### src/rtl/nic_vc_fifo.sv
// rtl/nic_vc_fifo.sv - PE/router network interface with DEPTH-deep FIFOs per direction
//
// Ports:
//   clk, reset (async, active-low)
//   PE side    : nicEn, nicWrEN, addr[1:0], d_in, d_out (registered)
//   Router in  : net_si, net_ri, net_di
//   Router out : net_so, net_ro, net_do, net_polarity
// Register map: 00 input data (pop), 01 input status, 10 output data (push), 11 output status.
// Status word: {.., err, count[CW-1:0], flag}; flag is in_nonempty / out_full.
// Optional feature: define NIC_ERR_STATUS_EN for sticky rd_err / wr_err flags
// reported at status bit CW+1 and cleared by reading the matching status word.
module nic_vc_fifo #(
    parameter int DATA_WIDTH = 64,
    parameter int DEPTH      = 4,
    parameter int VC_BIT     = DATA_WIDTH - 1
) (
    input  logic                  clk,
    input  logic                  reset,
    input  logic                  nicEn,
    input  logic                  nicWrEN,
    input  logic [1:0]            addr,
    input  logic [DATA_WIDTH-1:0] d_in,
    output logic [DATA_WIDTH-1:0] d_out,
    input  logic                  net_si,
    output logic                  net_ri,
    input  logic [DATA_WIDTH-1:0] net_di,
    output logic                  net_so,
    input  logic                  net_ro,
    output logic [DATA_WIDTH-1:0] net_do,
    input  logic                  net_polarity
);

    localparam int PW = $clog2(DEPTH);
    localparam int CW = PW + 1;

    logic [DATA_WIDTH-1:0] r_in_mem  [DEPTH];
    logic [DATA_WIDTH-1:0] r_out_mem [DEPTH];
    logic [PW-1:0]         r_in_wp, r_in_rp, r_out_wp, r_out_rp;
    logic [CW-1:0]         r_in_cnt, r_out_cnt;
    logic [DATA_WIDTH-1:0] r_d_out;

    logic                  w_in_full, w_in_nonempty, w_out_full, w_out_nonempty;
    logic                  w_pe_rd, w_pe_wr;
    logic                  w_in_push, w_in_pop, w_out_push, w_out_pop;
    logic [DATA_WIDTH-1:0] w_in_head, w_out_head;
    logic [DATA_WIDTH-1:0] w_in_status, w_out_status;

    assign w_in_full      = (r_in_cnt == CW'(DEPTH));
    assign w_in_nonempty  = (r_in_cnt != '0);
    assign w_out_full     = (r_out_cnt == CW'(DEPTH));
    assign w_out_nonempty = (r_out_cnt != '0);

    assign w_in_head  = r_in_mem[r_in_rp];
    assign w_out_head = r_out_mem[r_out_rp];

    assign w_pe_rd = nicEn & ~nicWrEN;
    assign w_pe_wr = nicEn & nicWrEN;

    // All full/empty decisions use pre-edge state, so a push into a full
    // FIFO is dropped even when a pop frees a slot on the same edge.
    assign w_in_push  = net_si & ~w_in_full;
    assign w_in_pop   = w_pe_rd & (addr == 2'b00) & w_in_nonempty;
    assign w_out_push = w_pe_wr & (addr == 2'b10) & ~w_out_full;
    assign w_out_pop  = net_so & net_ro;

    assign net_ri = ~w_in_full;
    assign net_do = w_out_nonempty ? w_out_head : '0;
    // Only the head is eligible; a VC mismatch stalls the whole queue.
    assign net_so = w_out_nonempty & (w_out_head[VC_BIT] == net_polarity);
    assign d_out  = r_d_out;

`ifdef NIC_ERR_STATUS_EN
    logic r_rd_err, r_wr_err;

    always_ff @(posedge clk or negedge reset) begin
        if (!reset) begin
            r_rd_err <= 1'b0;
            r_wr_err <= 1'b0;
        end else begin
            if (w_pe_rd && addr == 2'b00 && !w_in_nonempty)
                r_rd_err <= 1'b1;
            else if (w_pe_rd && addr == 2'b01)
                r_rd_err <= 1'b0;
            if (w_pe_wr && addr == 2'b10 && w_out_full)
                r_wr_err <= 1'b1;
            else if (w_pe_rd && addr == 2'b11)
                r_wr_err <= 1'b0;
        end
    end
`endif

    always_comb begin
        w_in_status          = '0;
        w_in_status[CW:1]    = r_in_cnt;
        w_in_status[0]       = w_in_nonempty;
        w_out_status         = '0;
        w_out_status[CW:1]   = r_out_cnt;
        w_out_status[0]      = w_out_full;
`ifdef NIC_ERR_STATUS_EN
        w_in_status[CW+1]    = r_rd_err;
        w_out_status[CW+1]   = r_wr_err;
`endif
    end

    // Storage arrays carry no reset: occupancy is governed by the counts.
    always_ff @(posedge clk) begin
        if (w_in_push)
            r_in_mem[r_in_wp] <= net_di;
        if (w_out_push)
            r_out_mem[r_out_wp] <= d_in;
    end

    always_ff @(posedge clk or negedge reset) begin
        if (!reset) begin
            r_in_wp   <= '0;
            r_in_rp   <= '0;
            r_in_cnt  <= '0;
            r_out_wp  <= '0;
            r_out_rp  <= '0;
            r_out_cnt <= '0;
        end else begin
            if (w_in_push)
                r_in_wp <= r_in_wp + 1'b1;
            if (w_in_pop)
                r_in_rp <= r_in_rp + 1'b1;
            case ({w_in_push, w_in_pop})
                2'b10:   r_in_cnt <= r_in_cnt + 1'b1;
                2'b01:   r_in_cnt <= r_in_cnt - 1'b1;
                default: r_in_cnt <= r_in_cnt;
            endcase

            if (w_out_push)
                r_out_wp <= r_out_wp + 1'b1;
            if (w_out_pop)
                r_out_rp <= r_out_rp + 1'b1;
            case ({w_out_push, w_out_pop})
                2'b10:   r_out_cnt <= r_out_cnt + 1'b1;
                2'b01:   r_out_cnt <= r_out_cnt - 1'b1;
                default: r_out_cnt <= r_out_cnt;
            endcase
        end
    end

    always_ff @(posedge clk or negedge reset) begin
        if (!reset) begin
            r_d_out <= '0;
        end else if (w_pe_rd) begin
            case (addr)
                2'b00:   r_d_out <= w_in_nonempty ? w_in_head : '0;
                2'b01:   r_d_out <= w_in_status;
                2'b11:   r_d_out <= w_out_status;
                default: r_d_out <= '0;
            endcase
        end
    end

endmodule

### config.mk
export PLATFORM = sky130hd
export DESIGN_NAME = nic_vc_fifo
export DESIGN_NICKNAME = d
export VERILOG_FILES = /design/src/rtl/nic_vc_fifo.sv
export SDC_FILE = /design/constraint.sdc
export NUM_CORES = 1
export LEC_CHECK = 0
export ABC_AREA = 0
export BUFFER_PORTS_ARGS = -buffer_cell sky130_fd_sc_hd__buf_2
export CORE_MARGIN = 5
export CORE_UTILIZATION = 58
export DETAILED_ROUTE_END_ITERATION = 16
export PLACE_DENSITY = 0.78
export SYNTH_ARGS = -nofsm -noshare
export SYNTH_HDL_FRONTEND = slang
export SYNTH_SLANG_ARGS = --single-unit
### constraint.sdc
create_clock -name clk -period 3.48 [get_ports clk]
set_clock_uncertainty 0.1 [all_clocks]
set_input_delay 0.348 -clock clk [delete_from_list [all_inputs] [get_ports clk]]
set_output_delay 0.348 -clock clk [all_outputs]
set_load 0.05 [all_outputs]
==> flow_summary.json, run 1 <==
{
  "antenna_found_initial": 2,
  "cts_resized": 0,
  "worst-path-max-fanout": 48,
  "cts_buffer_depth": 3,
  "cts_buffers": 56,
  "slew_headroom_pct": 31.95,
  "dieArea_mm2": 0.04210,
  "powerDensity_mw_per_mm2": 824.2,
  "synth_edf_count": 512,
  "pin_count": 267,
  "synth_top_flop_cell": "edfxtp_1",
  "fin_crit_ns": 3.131,
  "cts-root-buf": "clkbuf_16",
  "finalSetupTns_ns": 0,
  "ys_seq_elements": 590,
  "rsz0062_at_grt": "false",
  "crit_path_start_kind": "flop",
  "critical_path.startpoint": "r_out_rp[0]",
  "tightest_slew_ns": 1.021,
  "layout.nets": 1560,
  "hold_viol": 0,
  "grt_max_degree": 67,
  "clock_latency_ns": 0.60,
  "avgRoutedWirePerCell_um": 23.33,
  "die_w_um": 205.2,
  "hpwlAfterDp_um": 26410,
  "ys_seq_area_share_pct": 78.42,
  "ff2ff_setup_slack_ns": 0.95,
  "peakVddDrop_v": 0.0006657,
  "grt_pass1_vias": 12230,
  "leakagePower_nw": 9.930,
  "antenna_left": 0,
  "routed_wirelength_um": 45990,
  "yosys_warnings": 0,
  "core_mm2": 0.03767,
  "grt_use_total_pct": 22.37,
  "cts_setup_buffers": 0,
  "avgSynthCellArea_um2": 22.45,
  "slew_viol_final": 0,
  "syn2layout_area_growth_pct": 23.54,
  "hold_path.startpoint": "addr[1]",
  "max_cap_viol_count": 0,
  "drcViolationCount": 0,
  "cts.clk_slew.worst_paths_ns": 0.06,
  "synth_nets": 1133,
  "layout-drive-gt1-share_pct": 35.98,
  "yosysUniqueCellTypes": 36,
  "fmax_ghz": 0.3194,
  "cts_tree": "yes",
  "start_util_pct": 58.66,
  "dpl_cell_area_mm2": 0.02412,
  "io_buffer_count": 266,
  "vias": 11220,
  "worstPathRequired_ns": 3.03,
  "grt_pass1_wl_um": 71350,
  "post-route-cell-area_mm2": 0.02729,
  "viasPerCell": 5.694,
  "setup_violations": 0,
  "synthArstFlopShare_pct": 13.22,
  "min_path_type": "in -> reg",
  "r2r-start": "r_out_rp[0]",
  "min_period_over_period_pct": 89.96,
  "place_congestion": 0.7310,
  "cts_max_level": 2,
  "cts.sinks": 590,
  "placementRows": 71,
  "synthCells": 984,
  "syn_area_mm2": 0.02209,
  "cp-end-kind": "output pin",
  "dr.first_iter.drc_count": 695,
  "grt-ovfl-total": 0,
  "cp.arrival_ns": 2.68,
  "die_height_um": 205.2,
  "status": "finished, final reports clean",
  "drt_pass1_iterations": 5,
  "critPathKind": "reg -> out"
}
-- flip-flops by register name, indices dropped and copies added, names as in the netlist --
signal     cells
d_out         64
r_in_cnt       3
r_in_mem     256
r_in_rp        2
r_in_wp        2
r_out_cnt      3
r_out_mem    256
r_out_rp       2
r_out_wp       2
-- worst max-delay path, stage by stage, from the launching register on --
cell and delay, ns:
dfrtp_4 0.67, buf_12 0.37, mux4_2 0.59, and2_1 0.19, buf_2 0.21
-- placed cells by master, fill, tap and decap left out, types with 8 or more instances in the layout --
cell and instances:
edfxtp_1 512, buf_2 265, dlygate4sd3_1 131, mux4_2 126, dfrtp_1 74, and2_1 64, a22o_1 60, clkbuf_16 58
clkinv_2 17, buf_4 15, inv_1 12, ha_1 10, buf_12 10, nor2_1 9, xnor2_1 8, clkbuf_8 8
clkinv_1 8
-- stage by stage --
stage / setup slack [ns] / std cells / utilization, % / power, mW / hold slack [ns]
final: 0.3495 / 1971 / 72.47 / 22.50 / 0.04130
after global routing: 0.1940 / 1971 / 72.47 / 23.46 / 0.03867
after CTS: 0.2677 / 1970 / 72.46 / 22.66 / 0.007126
after detailed placement: 0.9448 / 1733 / 64.03 / 16.52 / 0.3853
after global placement: 0.9402 / 1733 / 64.03 / 16.39 / 0.3838
after floorplan: 0.3698 / 984 / - / 14.82 / -0.04759
-- cells by family after synthesis --
group / Yosys count / synth area share, %
buffers and inverters: 64 / 1.597
multiplexers: 136 / 13.31
AO/OA/AOI/OAI: 70 / 2.713
XOR/XNOR: 14 / 0.5550
AND/OR/NAND/NOR: 98 / 2.650
flip-flops: 590 / 78.42
adder cells (fa/ha/maj): 12 / 0.7475
-- final cells by class --
type | count | area (µm²)
Antenna cell | 1 | 2.502
Clock buffer | 73 | 1588
Clock inverter | 33 | 276.5
Fill cell | 2176 | 10370
Inverter | 12 | 45.04
Multi-Input combinational cell | 330 | 4457
Sequential cell | 590 | 17340
Tap cell | 511 | 639.4
Timing Repair Buffer | 421 | 2950
-- metal layers --
metal	track usage [%]	up-vias	routed length, µm
met1	29.81	5825	17740
li1	-	4886	-
met2	38.00	451	23760
met5	0	-	7
met4	5.670	2	787
met3	5.374	59	3704
-- synthesized netlist by cell type, types with 2 or more instances --
library cell    n  area share [%]
edfxtp_1      512              70
mux4_2        126              13
dfrtp_1        78             8.8
and2_1         68             1.9
a22o_1         60             2.4
buf_2          23            0.52
clkbuf_1       19            0.32
inv_1          12            0.20
ha_1           10            0.57
nor2_1          9            0.15
xnor2_1         8            0.32
mux2i_1         7            0.32
buf_6           6            0.31
xor2_1          6            0.24
nand2_1         5           0.085
and3_1          4            0.11
a221o_1         3            0.14
mux2_2          3            0.15
nor3_1          3           0.068
o21ai_0         3           0.068
buf_8           2            0.14
fa_1            2            0.18
nand3b_1        2           0.068
-- power breakdown --
| group | leakage, nW | switching [mW] | internal (mW) |
|---|---|---|---|
| clock network | 0.932 | 2.51 | 3.51 |
| logic | 3.32 | 4.57 | 2.64 |
| registers | 5.68 | 0.562 | 8.70 |
-- timing repair --
action / CTS / global route
setup endpoints to repair: 0 / 0
hold buffers: 131 / 0
hold endpoints to repair: 568 / 0
-- path summary, 6_finish.rpt --
kind	end	depth (start not counted)
setup reg to reg	r_out_cnt[2]	9
hold reg to reg	d_out[45]	1
setup / recovery	net_do[36]	4
min in group asynchronous	d_out[12]	2
hold / removal	d_out[0]	3
max in group asynchronous	d_out[62]	3
Note: power is estimated with default switching activity, not from simulation.
==> inputs of run 2 (changes only) <==
--- a/config.mk
+++ b/config.mk
@@ -9,7 +9,7 @@
 export BUFFER_PORTS_ARGS = -buffer_cell sky130_fd_sc_hd__buf_2
 export CORE_MARGIN = 5
-export CORE_UTILIZATION = 58
+export CORE_UTILIZATION = 62
 export DETAILED_ROUTE_END_ITERATION = 16
-export PLACE_DENSITY = 0.78
+export PLACE_DENSITY = 0.82
 export SYNTH_ARGS = -nofsm -noshare
 export SYNTH_HDL_FRONTEND = slang
==> constraint.sdc (replaced) <==
create_clock -name clk -period 3.9 [get_ports clk]
set_clock_uncertainty 0.1 [all_clocks]
set_input_delay 0 -clock clk [delete_from_list [all_inputs] [get_ports clk]]
set_output_delay 0 -clock clk [all_outputs]
set_load 0.05 [all_outputs]
==> run 2 against run 1 <==
Combinational power fell by 11%. Global-route usage rose by 3.1 points. Sequential power fell by 9.9%. Power fell by 11%. Register-to-register slack improved by 0.24 ns. Largest cell class unchanged. Utilization rose by 3.9 points. Wire length rose by 7.8%. Hold slack improved by 0.024 ns. Critical endpoint is now net_do[20]. Via count rose by 3.2%.
==> flow_summary.json, run 2 (synthesis gave the netlist of run 1 again) <==
{
  "finalSetupTns_ns": 0,
  "antenna_left": 0,
  "slew_headroom_pct": 28.88,
  "whs_path_depth": 2,
  "leakagePower_nw": 9.802,
  "avgRoutedWirePerCell_um": 25.84,
  "core_mm2": 0.03540,
  "routed_wirelength_um": 49600,
  "setup_violations": 0,
  "worst-path-max-fanout": 49,
  "viasPerCell": 6.034,
  "cts_tree": "yes",
  "reg2reg_depth": 10,
  "drt_pass1_iterations": 5,
  "mostFrequentLayoutCells": "edfxtp_1, buf_2, dlygate4sd3_1, mux4_2, dfrtp_1",
  "crit_cells": 4,
  "hold_viol": 0,
  "grt-ovfl-total": 0,
  "cts.clk_slew.worst_paths_ns": 0.06,
  "layout-drive-gt1-share_pct": 34.02,
  "crit_family": "buffers and inverters",
  "rsz0062_at_grt": "false",
  "vias": 11580,
  "clock_latency_ns": 0.59,
  "io_buffer_count": 266,
  "cp-end-kind": "output pin",
  "min_period_over_period_pct": 83.39,
  "fmax_ghz": 0.3075,
  "path_buf_inv": 2,
  "critPathKind": "reg -> out",
  "powerDensity_mw_per_mm2": 740.1,
  "fin_crit_ns": 3.252,
  "syn2layout_area_growth_pct": 22.38,
  "pin_count": 267,
  "tightest_slew_ns": 1.067,
  "ff_latch_area_mm2": 0.01734,
  "dieArea_mm2": 0.03951,
  "cts_buffers": 55,
  "drcViolationCount": 0,
  "cts_buffer_depth": 3,
  "layout.nets": 1558,
  "slew_viol_final": 0,
  "nFillCells": 1764,
  "placementRows": 69,
  "cp.arrival_ns": 3.15,
  "cts.sinks": 590,
  "grt_use_total_pct": 25.52,
  "antenna_found_initial": 2,
  "crit_path_start_kind": "flop",
  "dr.first_iter.drc_count": 930,
  "max_cap_viol_count": 0,
  "peakVddDrop_v": 0.0006407,
  "grt_pass1_vias": 12320,
  "die_w_um": 198.8,
  "power.total_mw": 20.01,
  "multi_input_area_mm2": 0.004457,
  "crit_chain": "buf_4 -> mux4_2 -> and2_1 -> buf_2",
  "grt_max_degree": 67,
  "die_height_um": 198.8,
  "start_util_pct": 62.42,
  "worstPathRequired_ns": 3.80,
  "status": "finished, final reports clean",
  "cts_max_level": 2,
  "critPathMaxStageDelay_ns": 0.83,
  "slowest_stage": "buf_4",
  "min_path_type": "in -> reg",
  "hpwlAfterDp_um": 24640,
  "place_congestion": 0.7051,
  "final_common_cell": "edfxtp_1",
  "cts-root-buf": "clkbuf_16",
  "grt_pass1_wl_um": 75620
}
[run 2: changes by cell type in the layout (fill, tap and decap cells not counted), moves of 4 or more]
cell	previous run	this run
buf_12	10	0
clkbuf_1	7	24
clkbuf_8	8	4
clkinv_2	17	5
dlygate4sd3_1	131	141
[run 2: per-layer routing]
layer | part of all wire, % | track usage [%]
met1 | 37 | 34.28
met4 | 2.5 | 7.067
met5 | 0 | 0
met3 | 9.3 | 6.335
met2 | 52 | 42.73
[run 2: worst register-to-register path: stages, from the launching register on]
cell	delay [ns]
dfrtp_1	0.45
or3_2	0.16
buf_4	0.48
nand2_1	0.23
nor2_1	0.16
ha_1	0.20
inv_1	0.06
fa_1	0.37
xor2_1	0.15
nor2_1	0.13
xor2_1	0.15
[run 2: power by group]
| group | total [mW] | internal [mW] | switching, mW |
|---|---|---|---|
| sequential | 8.35 | 7.79 | 0.561 |
| clock | 5.24 | 3.00 | 2.25 |
| combinational | 6.42 | 2.30 | 4.12 |
| total | 20.0 | 13.1 | 6.92 |
[run 2: worst paths after layout]
check,from,endpoint,slack [ns]
hold reg to reg,d_out[52],d_out[52],0.40
setup / recovery,r_out_rp[0],net_do[20],0.65
max in group asynchronous,reset,r_out_cnt[0],2.89
hold / removal,d_in[12],r_out_mem[0][12],0.07
setup reg to reg,r_out_cnt[2],r_out_cnt[2],1.19
min in group asynchronous,reset,d_out[16],0.49
[run 2: metrics by stage]
stage | hold WS (ns) | area [µm²] | setup WS (ns) | std cells | utilization [%]
floorplan | -0.3956 | 22090 | 0.7898 | 984 | -
global placement | 0.05356 | 23840 | 1.208 | 1671 | 67.35
detailed placement | 0.05502 | 23840 | 1.160 | 1671 | 67.35
CTS | 0.01648 | 27030 | 0.5351 | 1916 | 76.36
global route | 0.05907 | 27030 | 0.3822 | 1917 | 76.37
finish | 0.06571 | 27040 | 0.6476 | 1919 | 76.38
[run 2: area by class of cell]
class                   count  share of cell area (%)
repair buffers            420                   10.59
clock inverters            19                  0.7589
flip-flops and latches    590                   64.12
clock buffers              84                   5.720
multi-input cells         330                   16.48
well taps                 461                   2.133
diodes                      3                 0.02777
inverters                  12                  0.1666
[run 2: what timing repair did]
item / in CTS / in global routing
hold buffers: 142 / 0
hold endpoints to repair: 578 / 0
setup buffers: 0 / 0
resized for setup: 0 / 0
